**src/rtl/mem_stage_pkg.sv**
```systemverilog
// Shared encodings and lane helpers for the MEM stage.
// Buses are held as [31:0]; byte lane 0 (address offset 0) is the most significant byte.
package mem_stage_pkg;

    localparam logic [1:0] DS_BYTE = 2'b00;
    localparam logic [1:0] DS_HALF = 2'b01;
    localparam logic [1:0] DS_WORD = 2'b10;

    typedef enum logic {
        ST_IDLE = 1'b0,
        ST_BUSY = 1'b1
    } state_e;

    localparam logic [1:0] LANE0 = 2'd0;
    localparam logic [1:0] LANE1 = 2'd1;
    localparam logic [1:0] LANE2 = 2'd2;
    localparam logic [1:0] LANE3 = 2'd3;

    function automatic logic is_aligned(input logic [1:0] dsize, input logic [1:0] offset);
        logic ok;
        case (dsize)
            DS_BYTE:       ok = 1'b1;
            DS_HALF:       ok = ~offset[0];
            DS_WORD, 2'b11: ok = (offset == LANE0);
        endcase
        return ok;
    endfunction

    // be[3] is lane 0, so enables read left-to-right in address order
    function automatic logic [3:0] byte_en(input logic [1:0] dsize, input logic [1:0] offset);
        logic [3:0] be;
        case (dsize)
            DS_BYTE: begin
                case (offset)
                    LANE0: be = 4'b1000;
                    LANE1: be = 4'b0100;
                    LANE2: be = 4'b0010;
                    LANE3: be = 4'b0001;
                endcase
            end
            DS_HALF:        be = offset[1] ? 4'b0011 : 4'b1100;
            DS_WORD, 2'b11: be = 4'b1111;
        endcase
        return be;
    endfunction

    function automatic logic [31:0] store_align(input logic [1:0] dsize, input logic [31:0] data);
        logic [31:0] w;
        case (dsize)
            DS_BYTE:        w = {4{data[7:0]}};
            DS_HALF:        w = {2{data[15:0]}};
            DS_WORD, 2'b11: w = data;
        endcase
        return w;
    endfunction

endpackage

```
**src/rtl/mem_stage_load_align.sv**
```systemverilog
// Picks the addressed lane(s) out of a big-endian read word and extends to 32 bits.
module load_align
    import mem_stage_pkg::*;
(
    input  logic [31:0] rdata_i,
    input  logic [1:0]  offset_i,
    input  logic [1:0]  dsize_i,
    input  logic        load_sign_i,
    output logic [31:0] data_o
);

    logic [7:0]  byte_sel;
    logic [15:0] half_sel;

    always_comb begin
        byte_sel = rdata_i[31:24];
        case (offset_i)
            LANE0: byte_sel = rdata_i[31:24];
            LANE1: byte_sel = rdata_i[23:16];
            LANE2: byte_sel = rdata_i[15:8];
            LANE3: byte_sel = rdata_i[7:0];
        endcase
        half_sel = offset_i[1] ? rdata_i[15:0] : rdata_i[31:16];

        data_o = rdata_i;
        case (dsize_i)
            DS_BYTE:        data_o = {{24{load_sign_i & byte_sel[7]}}, byte_sel};
            DS_HALF:        data_o = {{16{load_sign_i & half_sel[15]}}, half_sel};
            DS_WORD, 2'b11: data_o = rdata_i;
        endcase
    end

endmodule

```
**src/rtl/mem_stage.sv**
```systemverilog
// MEM pipeline stage: EX/MEM latch, data-memory req/ack sequencing and MEM/WB latch.
// stall_out freezes upstream while an access waits for dmem_ack.
module mem_stage
    import mem_stage_pkg::*;
#(
    parameter int ADDR_W = 32
) (
    input  logic              clk,
    input  logic              reset,
    input  logic              valid_in,
    input  logic [31:0]       nextPC_in,
    input  logic [31:0]       aluResult_in,
    input  logic [31:0]       storeData_in,
    input  logic [4:0]        destReg_in,
    input  logic              PCtoReg_in,
    input  logic              RegWrite_in,
    input  logic              MemToReg_in,
    input  logic              MemWrite_in,
    input  logic              loadSign_in,
    input  logic [1:0]        DSize_in,
    output logic              stall_out,
    output logic              misalign_out,
    output logic              dmem_req,
    output logic              dmem_we,
    output logic [ADDR_W-1:0] dmem_addr,
    output logic [3:0]        dmem_be,
    output logic [31:0]       dmem_wdata,
    input  logic              dmem_ack,
    input  logic [31:0]       dmem_rdata,
    output logic              wb_valid,
    output logic              wb_RegWrite,
    output logic [4:0]        wb_destReg,
    output logic [31:0]       wb_data
);

    state_e state_q, state_d;

    logic        valid_q;
    logic [31:0] nextpc_q;
    logic [31:0] alu_q;
    logic [4:0]  dest_q;
    logic        pctoreg_q;
    logic        regwrite_q;
    logic        memtoreg_q;
    logic        memwrite_q;
    logic        loadsign_q;
    logic [1:0]  dsize_q;

    logic              req_q, req_d;
    logic              we_q, we_d;
    logic [ADDR_W-1:0] addr_q, addr_d;
    logic [3:0]        be_q, be_d;
    logic [31:0]       wdata_q, wdata_d;

    logic        wb_valid_q, wb_valid_d;
    logic        wb_rw_q, wb_rw_d;
    logic [4:0]  wb_dest_q, wb_dest_d;
    logic [31:0] wb_data_q, wb_data_d;
    logic        misalign_q, misalign_d;

    logic        stall;
    logic        issue_in;
    logic        misaligned_q;
    logic [31:0] load_data;

    assign issue_in     = valid_in & (MemToReg_in | MemWrite_in)
                        & is_aligned(DSize_in, aluResult_in[1:0]);
    assign misaligned_q = valid_q & (memtoreg_q | memwrite_q)
                        & ~is_aligned(dsize_q, alu_q[1:0]);

    load_align u_load_align (
        .rdata_i     (dmem_rdata),
        .offset_i    (alu_q[1:0]),
        .dsize_i     (dsize_q),
        .load_sign_i (loadsign_q),
        .data_o      (load_data)
    );

    // Next request is decided from the EX inputs so dmem_req rises on the latching edge
    always_comb begin
        state_d = state_q;
        req_d   = req_q;
        we_d    = we_q;
        addr_d  = addr_q;
        be_d    = be_q;
        wdata_d = wdata_q;
        stall   = 1'b0;

        case (state_q)
            ST_IDLE: stall = 1'b0;
            ST_BUSY: stall = ~dmem_ack;
            default: stall = 1'b0;
        endcase

        if (!stall) begin
            if (issue_in) begin
                state_d = ST_BUSY;
                req_d   = 1'b1;
                we_d    = MemWrite_in;
                addr_d  = {aluResult_in[ADDR_W-1:2], 2'b00};
                be_d    = byte_en(DSize_in, aluResult_in[1:0]);
                wdata_d = store_align(DSize_in, storeData_in);
            end else begin
                state_d = ST_IDLE;
                req_d   = 1'b0;
                we_d    = 1'b0;
                be_d    = 4'b0000;
            end
        end
    end

    // A stalled cycle sends a bubble so the waiting instruction reaches WB exactly once
    always_comb begin
        wb_valid_d = 1'b0;
        wb_rw_d    = 1'b0;
        misalign_d = 1'b0;
        wb_dest_d  = wb_dest_q;
        wb_data_d  = wb_data_q;

        if (!stall) begin
            wb_valid_d = valid_q;
            wb_rw_d    = valid_q & regwrite_q & ~misaligned_q;
            misalign_d = misaligned_q;
            wb_dest_d  = dest_q;
            if (pctoreg_q) begin
                wb_data_d = nextpc_q;
            end else if (memtoreg_q) begin
                wb_data_d = load_data;
            end else begin
                wb_data_d = alu_q;
            end
        end
    end

    always_ff @(posedge clk or posedge reset) begin
        if (reset) begin
            state_q    <= ST_IDLE;
            valid_q    <= 1'b0;
            nextpc_q   <= '0;
            alu_q      <= '0;
            dest_q     <= '0;
            pctoreg_q  <= 1'b0;
            regwrite_q <= 1'b0;
            memtoreg_q <= 1'b0;
            memwrite_q <= 1'b0;
            loadsign_q <= 1'b0;
            dsize_q    <= DS_BYTE;
            req_q      <= 1'b0;
            we_q       <= 1'b0;
            addr_q     <= '0;
            be_q       <= '0;
            wdata_q    <= '0;
            wb_valid_q <= 1'b0;
            wb_rw_q    <= 1'b0;
            wb_dest_q  <= '0;
            wb_data_q  <= '0;
            misalign_q <= 1'b0;
        end else begin
            state_q    <= state_d;
            req_q      <= req_d;
            we_q       <= we_d;
            addr_q     <= addr_d;
            be_q       <= be_d;
            wdata_q    <= wdata_d;
            wb_valid_q <= wb_valid_d;
            wb_rw_q    <= wb_rw_d;
            wb_dest_q  <= wb_dest_d;
            wb_data_q  <= wb_data_d;
            misalign_q <= misalign_d;
            if (!stall) begin
                valid_q    <= valid_in;
                nextpc_q   <= nextPC_in;
                alu_q      <= aluResult_in;
                dest_q     <= destReg_in;
                pctoreg_q  <= PCtoReg_in;
                regwrite_q <= RegWrite_in;
                memtoreg_q <= MemToReg_in;
                memwrite_q <= MemWrite_in;
                loadsign_q <= loadSign_in;
                dsize_q    <= DSize_in;
            end
        end
    end

    // storeData only matters at the latching edge, so it is never held in the EX/MEM latch
    assign stall_out    = stall;
    assign misalign_out = misalign_q;
    assign dmem_req     = req_q;
    assign dmem_we      = we_q;
    assign dmem_addr    = addr_q;
    assign dmem_be      = be_q;
    assign dmem_wdata   = wdata_q;
    assign wb_valid     = wb_valid_q;
    assign wb_RegWrite  = wb_rw_q;
    assign wb_destReg   = wb_dest_q;
    assign wb_data      = wb_data_q;

endmodule

```
**config.mk**
```make
export PLATFORM = sky130hd
export DESIGN_NAME = mem_stage
export DESIGN_NICKNAME = d
export VERILOG_FILES = /design/src/rtl/mem_stage_pkg.sv /design/src/rtl/mem_stage_load_align.sv /design/src/rtl/mem_stage.sv
export SDC_FILE = /design/constraint.sdc
export NUM_CORES = 1
export LEC_CHECK = 0
export ABC_CLOCK_PERIOD_IN_PS = 15800
export CAP_MARGIN = 20
export CORE_UTILIZATION = 53
export CTS_BUF_LIST = sky130_fd_sc_hd__clkbuf_2
export DETAILED_ROUTE_END_ITERATION = 10
export GPL_TIMING_DRIVEN = 1
export PLACE_DENSITY = 0.89
export SYNTH_ARGS = -nofsm -noshare
export SYNTH_HDL_FRONTEND = slang
export SYNTH_SLANG_ARGS = --single-unit
```
**constraint.sdc**
```tcl
create_clock -name clk -period 15.8 [get_ports clk]
set_input_delay 3.16 -clock clk [delete_from_list [all_inputs] [get_ports clk]]
set_output_delay 3.16 -clock clk [all_outputs]
set_load 0.02 [all_outputs]
```
Word level (Yosys, flattened, before mapping)
Index checks and enable logic that the tools add are counted.
Word-level totals
  register bits after elaboration: 185
  input bits: 144
  output and inout port bits: 111
  word-level logic and storage cells: 74
Cells by class
  equal/unequal tests: 12
  multiplexer cells: 18
  bitwise logic cells: 17
  reduce and logical (&&, ||, !) cells: 7
Operators with widths (number)
  32-bit one-hot mux with 3 select lines: 2
  32-bit two-way mux: 2
  8-bit one-hot mux with 4 select lines: 1
  2-bit == test (second input constant): 8
  16-bit two-way mux: 1
  4-bit one-hot mux with 4 select lines: 1
  4-bit one-hot mux with 3 select lines: 1
  1-bit AND: 8
  2-bit by 1-bit == test with 1-bit output (second input constant): 4
  2-bit logical NOT: 4
  4-bit two-way mux: 2
  1-bit NOT: 7
  1-bit one-hot mux with 3 select lines: 2
  1-bit two-way mux: 5
  2-bit OR reduction: 2
  1-bit bitwise OR: 2
  1-bit one-hot mux with 2 select lines: 1
  2-bit AND reduction: 1

Longest topological paths before layout
  depth in word-level cells: 8
  depth in mapped cells: 8
  mapped depth without buffers: 5

Modules after synthesis
From an unflattened synthesis, not the netlist that was laid out.
Second synthesis, totals
  cells, all modules: 913
  area, all modules: 8765.9 um2
Modules (own cells, without submodules)
  mem_stage: times used 1, cells each 806, area an instance 7998.9 um2, sequential area each 4629.4 um2
  load_align: times used 1, cells each 107, area an instance 767.0 um2, sequential area each 0.0 um2

Worst setup path before layout
No wires, ideal clock.
  path kind: input -> output
  from: input port dmem_ack
  to: output port stall_out
  arrival: 4.158 ns
  required time: 12.640 ns
  setup slack: 8.482 ns
  stages on the path: 5
  buffers on the path: 3
  cells stage by stage: nand2b_1 -> buf_2 -> inv_1 -> buf_2 -> clkbuf_1
On the way
  cells in the longest elaborated chain, start to end: 2
Ends and longest elaborated chain
  start: declaration: RTL line mem_stage.sv:28  | input logic dmem_ack,
  1-bit NOT: RTL line mem_stage.sv:91  | ST_BUSY: stall = ~dmem_ack;
  1-bit one-hot mux with 2 select lines: RTL line mem_stage.sv:89  | case (state_q)
  end: declaration: RTL line mem_stage.sv:21  | output logic stall_out,
No other way between the ends.

Final worst setup path
Ends and elaborated chain as after synthesis.

==> impl_metrics.toml <==
[floorplanning]
rows = 46
die_area_mm2 = 0.0166
core-area_mm2 = 0.0158
die_h_um = 129
start_util_pct = 54.1
die_w_um = 129
ios = 255

[grt]
grt_pass1_wl_um = 37900
antenna_found_initial = 0
grt_overflow = 0
grt_pass1_vias = 7504
grt_start_max_net_pins = 118
grt_usage_pct = 30.2

[worst_setup_path]
critical_path_class = "in2out"
ff2ff_setup_slack_ns = 12.11
endpoint_kind = "primary output"
crit_fanout = 55
worst_setup_path_start_kind = "input port"
arrival_ns = 5.63
crit_required_ns = 12.64

[pwr]
ir_drop_v = 0.0000615
pwr-share-comb_pct = 33.7
swShare_pct = 35.1
sequentialPowerShare_pct = 48.9
switchingPower_mw = 0.437
pwr-share-clk_pct = 17.4
p_per_area_mw_per_mm2 = 110
internal_power_mw = 0.806
p_leak_nw = 5.01
power_mw = 1.24

[final_layout]
mostFrequentLayoutCells = "303 x nand2_1, 252 x clkdlybuf4s50_1, 185 x dfrtp_1, 52 x o21ai_0"
final_util_pct = 71.4
final_common_cell = "nand2_1"
final_cell_area_mm2 = 0.0113
area_growth_pct = 32.0
drive_gt1_share_pct = 8.26
fin_cells = 1331
final_net_count = 1247

[clocking]
ctsHoldBuffers = 0
clock-sinks = 185
cts_resized = 0
clk_pin_slew_ns = 0.24
cts_buffers = 17
root_buffer = "clkbuf_2"
cts_max_path_buffers = 2
htree_levels = 4
post-cts-setup-buffers = 0
clk_latency_ns = 0.78
cts_tree = "yes"

[yosys]
synth.avg_cell_area_um2 = 9.55
yosys_warnings = 0
synth.top_cells.by_area = "dfrtp_1 54%, nand2_1 13%, mux2_2 4.8%"
yosysSeqAreaShare_pct = 54.3
synth-compound-area-share_pct = 15.4
synth_cell_types = 48
async_reset_ff_share_pct = 100
synth_fa_ha_area_share_pct = 0
synth_top_area_share_pct = 54.3
synth_mux_area_share_pct = 8.37
synth_area_leader_cell = "dfrtp_1"
synth-seq-cells = 185
synth_top_family_by_area = "simple AND/OR/NAND/NOR gates"
netlist_area_mm2 = 0.00853
synth-edff-count = 0
syn_inst = 893
synth_xor_xnor_area_share_pct = 0
synth-simple-area-share_pct = 17.8
synth_top_flop_cell = "dfrtp_1"

[sta]
setup_viol = 0
min_period_over_period_pct = 55.6
setup_slack_ns = 7.01
finalSetupTns_ns = 0
clock.fmax_ghz = 0.114
fin_crit_ns = 8.79
drv_slew = 0
rsz0062_at_grt = "no"
tightest_slew_ns = 0.987
clock_skew_ns = 0.0401
hold_viol_final = 0
hold_slack_ns = 0.500
slew_headroom_pct = 34.2

[routing]
drtPass1Iterations = 5
wl_per_cell_um = 18.5
drt-initial-drc-count = 797
num_vias = 7546
drc_errors = 0
routed_wl_um = 24600
ant_nets = 0
avgViaCountPerCell = 5.67

[placed_design]
hpwlAfterDp_um = 17300
dpl-instance-area_mm2 = 0.0111
post-place-ws_ns = 7.02
gp_congestion = 0.890
place_inst = 1300
io_buffer_count = 252

[outcome]
status = "finished clean"

[flow_run]
maxCapViolCount = 0

[worst_hold_path]
hold_class = "reg2reg"
[per-layer routing]
layer  vias to the layer above  track usage (%)  share of wire (%)
met5                         -                0                  0
met4                         0             14.3                3.5
met3                        63             10.2                9.6
met2                       372             46.0                 46
met1                      3640             39.0                 41
li1                       3471                -                  -
[state kept, by name (all words and copies together), names as in the netlist]
| register | count |
|---|---|
| wb_RegWrite | 1 |
| dmem_be | 4 |
| misalign_out | 1 |
| wb_destReg | 5 |
| dsize_q | 2 |
| dmem_req | 1 |
| alu_q | 32 |
| loadsign_q | 1 |
| wb_data | 32 |
| nextpc_q | 32 |
| dmem_addr | 30 |
| memwrite_q | 1 |
| regwrite_q | 1 |
| valid_q | 1 |
| dmem_we | 1 |
| dmem_wdata | 32 |
| memtoreg_q | 1 |
| wb_valid | 1 |
| pctoreg_q | 1 |
| dest_q | 5 |
[power by group through the flow]
stage / Combinational (mW) / Clock, mW / Sequential [mW]
floorplan: 0.153 / 0 / 0.670
global placement: 0.408 / 0 / 0.610
detailed placement: 0.419 / 0 / 0.613
CTS: 0.420 / 0.218 / 0.605
global route: 0.446 / 0.236 / 0.615
finish: 0.419 / 0.216 / 0.607
[path summary, 6_finish.rpt]
| check | from | cells after the start | end |
|---|---|---|---|
| min in group asynchronous | reset | 2 | dmem_addr[24] |
| hold reg to reg | nextpc_q[4] | 2 | nextpc_q[4] |
| setup reg to reg | dmem_req | 5 | wb_data[31] |
| max in group asynchronous | reset | 3 | nextpc_q[25] |
| hold / removal | nextpc_q[4] | 2 | nextpc_q[4] |
| setup / recovery | dmem_ack | 4 | stall_out |
[final cells by class]
| type | instances | area [um2] |
|---|---|---|
| Antenna cell | 1 | 2.50 |
| Tap cell | 216 | 270 |
| Clock buffer | 17 | 85.1 |
| Timing Repair Buffer | 259 | 2570 |
| Multi-Input combinational cell | 633 | 3560 |
| Inverter | 7 | 35.0 |
| Fill cell | 1184 | 4510 |
| Clock inverter | 13 | 106 |
| Sequential cell | 185 | 4630 |
[worst max-delay path, stage by stage]
cell and delay [ns]:
clkdlybuf4s50_1 0.45, nand2b_4 0.49, clkinv_2 0.72, clkdlybuf4s50_1 0.78
[cells in the mapped netlist (2+ instances only)]
master and number:
mux2i_1 26, buf_2 17, o211ai_1 2, a21o_1 5
buf_6 5, buf_4 2, a21oi_1 38, and2_1 3
a31oi_1 5, o22ai_1 25, dfrtp_1 185, a221o_1 5
nand2_1 303, o2111ai_1 9, inv_1 7, mux2_1 2
or3_1 6, mux2_2 36, or2_2 3, a211oi_1 2
nor2_1 38, a221oi_1 6, a22oi_1 21, a221oi_2 10
clkbuf_1 40, buf_1 4, nand3_1 9, o21ai_0 52
nand2b_1 8
[cell families after synthesis]
logic type / count (synthesis)
AND/OR/NAND/NOR: 379
AO/OA/AOI/OAI: 187
flip-flops: 185
buffers and inverters: 76
multiplexers: 65
other: 1
(Power assumes the default switching activity.)
==> variant 1 (same flow settings) <==
Make the reset (`reset`) synchronous in one clocked block.
--- a/src/rtl/mem_stage.sv
+++ b/src/rtl/mem_stage.sv
@@ -134,3 +134,3 @@
 
-    always_ff @(posedge clk or posedge reset) begin
+    always_ff @(posedge clk) begin
         if (reset) begin
Behaviour: differs if reset is asserted again (counterexample within 4 cycles, from zero or initial values and one cycle with reset high); with reset held inactive, the same outputs for 4 cycles.
==> variant 1 against the unedited design <==
Sequential cell count did not move; wire length shrank 2.4%; worst setup slack improved by 800 ps; final area decreased by 6.5%; non-clock buffer count grew 7; register-to-register slack improved by 1200 ps; synthesized area down 9.0%.
Power is not compared: it rests on default switching activity, and its combinational part moved more than twofold at a synthesized area within 25%.
==> variant 1: results (changes against the unedited design) <==
Detailed routing
  – Wire length on met2: 10,900 um (was 11,400 um)
  – Vias/cell: 5.97 (was 5.67)
  – TritonRoute pass-1 iters: 7 (was 5)
  – Initial detailed-routing violation count: 1,036 (was 797)
  – WL met3: 2330 um (was 2360 um)
  – Post-DR wirelength/cell: 18.5 um (about the same)

Setup path
  – R2R Path End: wb_data[24] (was wb_data[31])
  – Worst R2R Start: dmem_req (unchanged)
  – CP arrival: 4830 ps (was 5630 ps)
  – Reg2Reg Depth: 6 (was 5)
  – Critical path peak fanout: 39 (was 55)

Cells and area
  – Fraction of layout cells with a size suffix above 1: 6.50% (was 8.26%)
  – # fillers: 1,072 (was 1,184)
  – Final net count: 1,254 (was 1,247)

Placed design
  – Post-Place Worst Slack: 7790 ps (was 7020 ps)

Run status
  – Status: finished, final reports clean (unchanged)

GRT
  – All-Layer GR Usage: 31.6% (was 30.2%)
  – GR met3 Demand/Resource: 8.21% (was 10.2%)
  – Initial antenna violation count: 1 (was 0)
  – Met2 usage: 47.9% (was 46.0%)
  – Vias in the first global route: 6,996 (was 7,504)
  – Global-route wire length before repair: 36,600 um (was 37,900 um)

STA
  – Clock Skews: 21.4 ps (was 40.1 ps)
  – Slew @ Worst Pin: 1050 ps (was 987 ps)

Clock tree
  – Clk_lat worst skew: 760 ps (was 780 ps)

Logic synthesis
  – Synth Area in Compound Gates: 27.2% (was 15.4%)
  – Unique masters post-synth: 49 (was 48)
  – Mux share of post-synthesis cell area: 3.77% (was 8.37%)
==> variant 1: report_power, final <==
part	internal [W]	switching, W
sequential	0.000498	0.0000240
combinational	0.000101	0.000102
clock	0.0000731	0.000160
total	0.000672	0.000286
==> variant 1: area by class of cell <==
| cell class | instances | area, sq um | area share, % |
|---|---|---|---|
| Multi-Input combinational cell | 635 | 3740 | 35.5 |
| Sequential cell | 185 | 3700 | 35.2 |
| Timing Repair Buffer | 266 | 2630 | 24.9 |
| Tap cell | 180 | 225 | 2.14 |
| Clock inverter | 13 | 128 | 1.21 |
| Clock buffer | 19 | 95.1 | 0.903 |
| Inverter | 5 | 18.8 | 0.178 |
| Antenna cell | 1 | 2.50 | 0.0238 |
==> variant 1: worst max-delay path by stage <==
stage                         from   endpoint
after detailed placement  dmem_ack  stall_out
final                     dmem_ack  stall_out
after CTS                 dmem_ack  stall_out
after floorplan           dmem_ack  stall_out
after global placement    dmem_ack  stall_out
after global routing      dmem_ack  stall_out
==> variant 2 (same flow settings) <==
Made on the original files. `wdata_q` no longer has a reset.
--- a/src/rtl/mem_stage.sv
+++ b/src/rtl/mem_stage.sv
@@ -151,3 +151,2 @@
             be_q       <= '0;
-            wdata_q    <= '0;
             wb_valid_q <= 1'b0;
@@ -163,3 +162,2 @@
             be_q       <= be_d;
-            wdata_q    <= wdata_d;
             wb_valid_q <= wb_valid_d;
@@ -184,2 +182,6 @@
 
+    always_ff @(posedge clk) begin
+        wdata_q <= wdata_d;
+    end
+
     // storeData only matters at the latching edge, so it is never held in the EX/MEM latch
Behaviour: not the same (a bounded check fails within 4 cycles, from zero or initial values and one cycle with reset high).
==> variant 2 against the unedited design <==
Final area decreased by 1.0%; combinational power decreased by 17%; sequential share of layout area increased by 1.9 points; critical path type unchanged; die area decreased by 2.8%; worst setup slack improved by 38 ps; wire length decreased by 5.2%; total power decreased by 3.5%; critical endpoint unchanged; clock power increased by 20%; register-to-register slack got worse by 270 ps; synthesized area decreased by 2.9%; sequential cell count unchanged; final cell count decreased by 8.2%.
==> variant 2: results (changes against the unedited design) <==
Setup path
  – Worst path slowest cell: clkdlybuf4s50_1 (unchanged)
  – Worst R2R Start: dmem_req (unchanged)
  – Reg2Reg Depth: 5 (unchanged)
  – R2R setup slack: 11,840 ps (was 12,110 ps)
  – CP peak stage delay: 740 ps (was 780 ps)
  – R2R Path End: dmem_wdata[28] (was wb_data[31])
  – CP arrival: 5590 ps (was 5630 ps)
  – Delay-heaviest family, CP: buffers and inverters (unchanged)
  – Critical path peak fanout: 59 (was 55)

Cells and area
  – Layout Utilization: 73.4% (was 71.4%)
  – Fraction of layout cells with a size suffix above 1: 9.86% (was 8.26%)
  – # fillers: 1,051 (was 1,184)
  – N_diodes: 0 (was 1)

Logic synthesis
  – Mapped Cells: 803 (was 893)
  – Post-synth EDFFs: 32 (was 0)
  – Ys async rst share: 82.7% (was 100%)
  – Synth area leaders: dfrtp_1, nand2_1, edfxtp_1 (was dfrtp_1, nand2_1, mux2_2)
  – Most used DFF post-synth: dfrtp_1 (unchanged)
  – Sequential fraction of the synthesis area: 57.8% (was 54.3%)
  – Unique masters post-synth: 44 (was 48)
  – Top post-synthesis cells by count: nand2_1, dfrtp_1, o21ai_0, clkbuf_1, a21oi_1 (was nand2_1, dfrtp_1, o21ai_0, clkbuf_1)

Power and ir drop
  – Combinational fraction of design power: 29.0% (was 33.7%)
  – Clock share of power: 21.6% (was 17.4%)
  – Worst vdd ir: 0.0655 mV (was 0.0615 mV)
  – Leakage power: 4.91 nW (was 5.01 nW)
  – Switching Share: 32.0% (was 35.1%)
  – Seq power: 0.000592 W (was 0.000607 W)

Clock tree
  – Clk_lat worst skew: 810 ps (was 780 ps)
  – Post-CTS resize count: 0 (unchanged)
  – CTS buffer count: 17 (unchanged)
  – H-tree depth: 4 (unchanged)

Placed design
  – DP Area: 0.0109 sq mm (was 0.0111 sq mm)
  – Dpl hpwl: 16,500 um (was 17,300 um)
  – Gpl congestion: 0.850 (was 0.890)
  – Post-Place Worst Slack: 7040 ps (was 7020 ps)
  – Placed Instances: 1,189 (was 1,300)

Detailed routing
  – Final wirelength: 23,400 um (was 24,600 um)
  – Vias/cell: 5.71 (was 5.67)
  – TritonRoute pass-1 iters: 5 (unchanged)
  – Initial detailed-routing violation count: 495 (was 797)
  – Via count of the routed design: 6,978 (was 7,546)

GRT
  – All-Layer GR Usage: 30.1% (was 30.2%)
  – Largest net degree at the start of global routing: 98 (was 118)
  – Vias in the first global route: 6,865 (was 7,504)
  – Global-route wire length before repair: 36,600 um (was 37,900 um)

Worst hold path
  – Hold Path Cell Cnt: 2 (unchanged)
  – Hold Startpoint: nextpc_q[22] (was nextpc_q[4])
  – Hold endpoint: nextpc_q[22] (was nextpc_q[4])

STA
  – Hold Slack: 490 ps (was 500 ps)
  – Clock Skews: 32.7 ps (was 40.1 ps)
  – Relative slew slack: 28.6% (was 34.2%)

Run status
  – Status: finished, final reports clean (unchanged)
-- variant 2: layer usage --
metal | global-route usage [%] | share of wire (%) | vias to the layer above
met5 | 0 | 0 | -
li1 | - | - | 3185
met3 | 7.83 | 8.6 | 55
met4 | 12.8 | 3.3 | 0
met2 | 48.8 | 49 | 333
met1 | 38.7 | 39 | 3405
-- variant 2: layout make-up --
class                           count  share of cell area [%]
Tap cell                          188                    2.11
Timing Repair Buffer              259                    23.4
Clock inverter                     13                    1.50
Multi-Input combinational cell    548                    28.7
Sequential cell                   185                    42.9
Inverter                           10                   0.393
Clock buffer                       19                   0.853
-- variant 2: kinds of logic after synthesis --
| family | Yosys count | synth area share, % |
|---|---|---|
| AOI/OAI and AO/OA | 153 | 11.2 |
| buffers and inverters | 71 | 3.65 |
| other | 1 | 0.0453 |
| muxes | 66 | 10.2 |
| and+or+nand+nor | 327 | 17.1 |
| DFF | 185 | 57.8 |
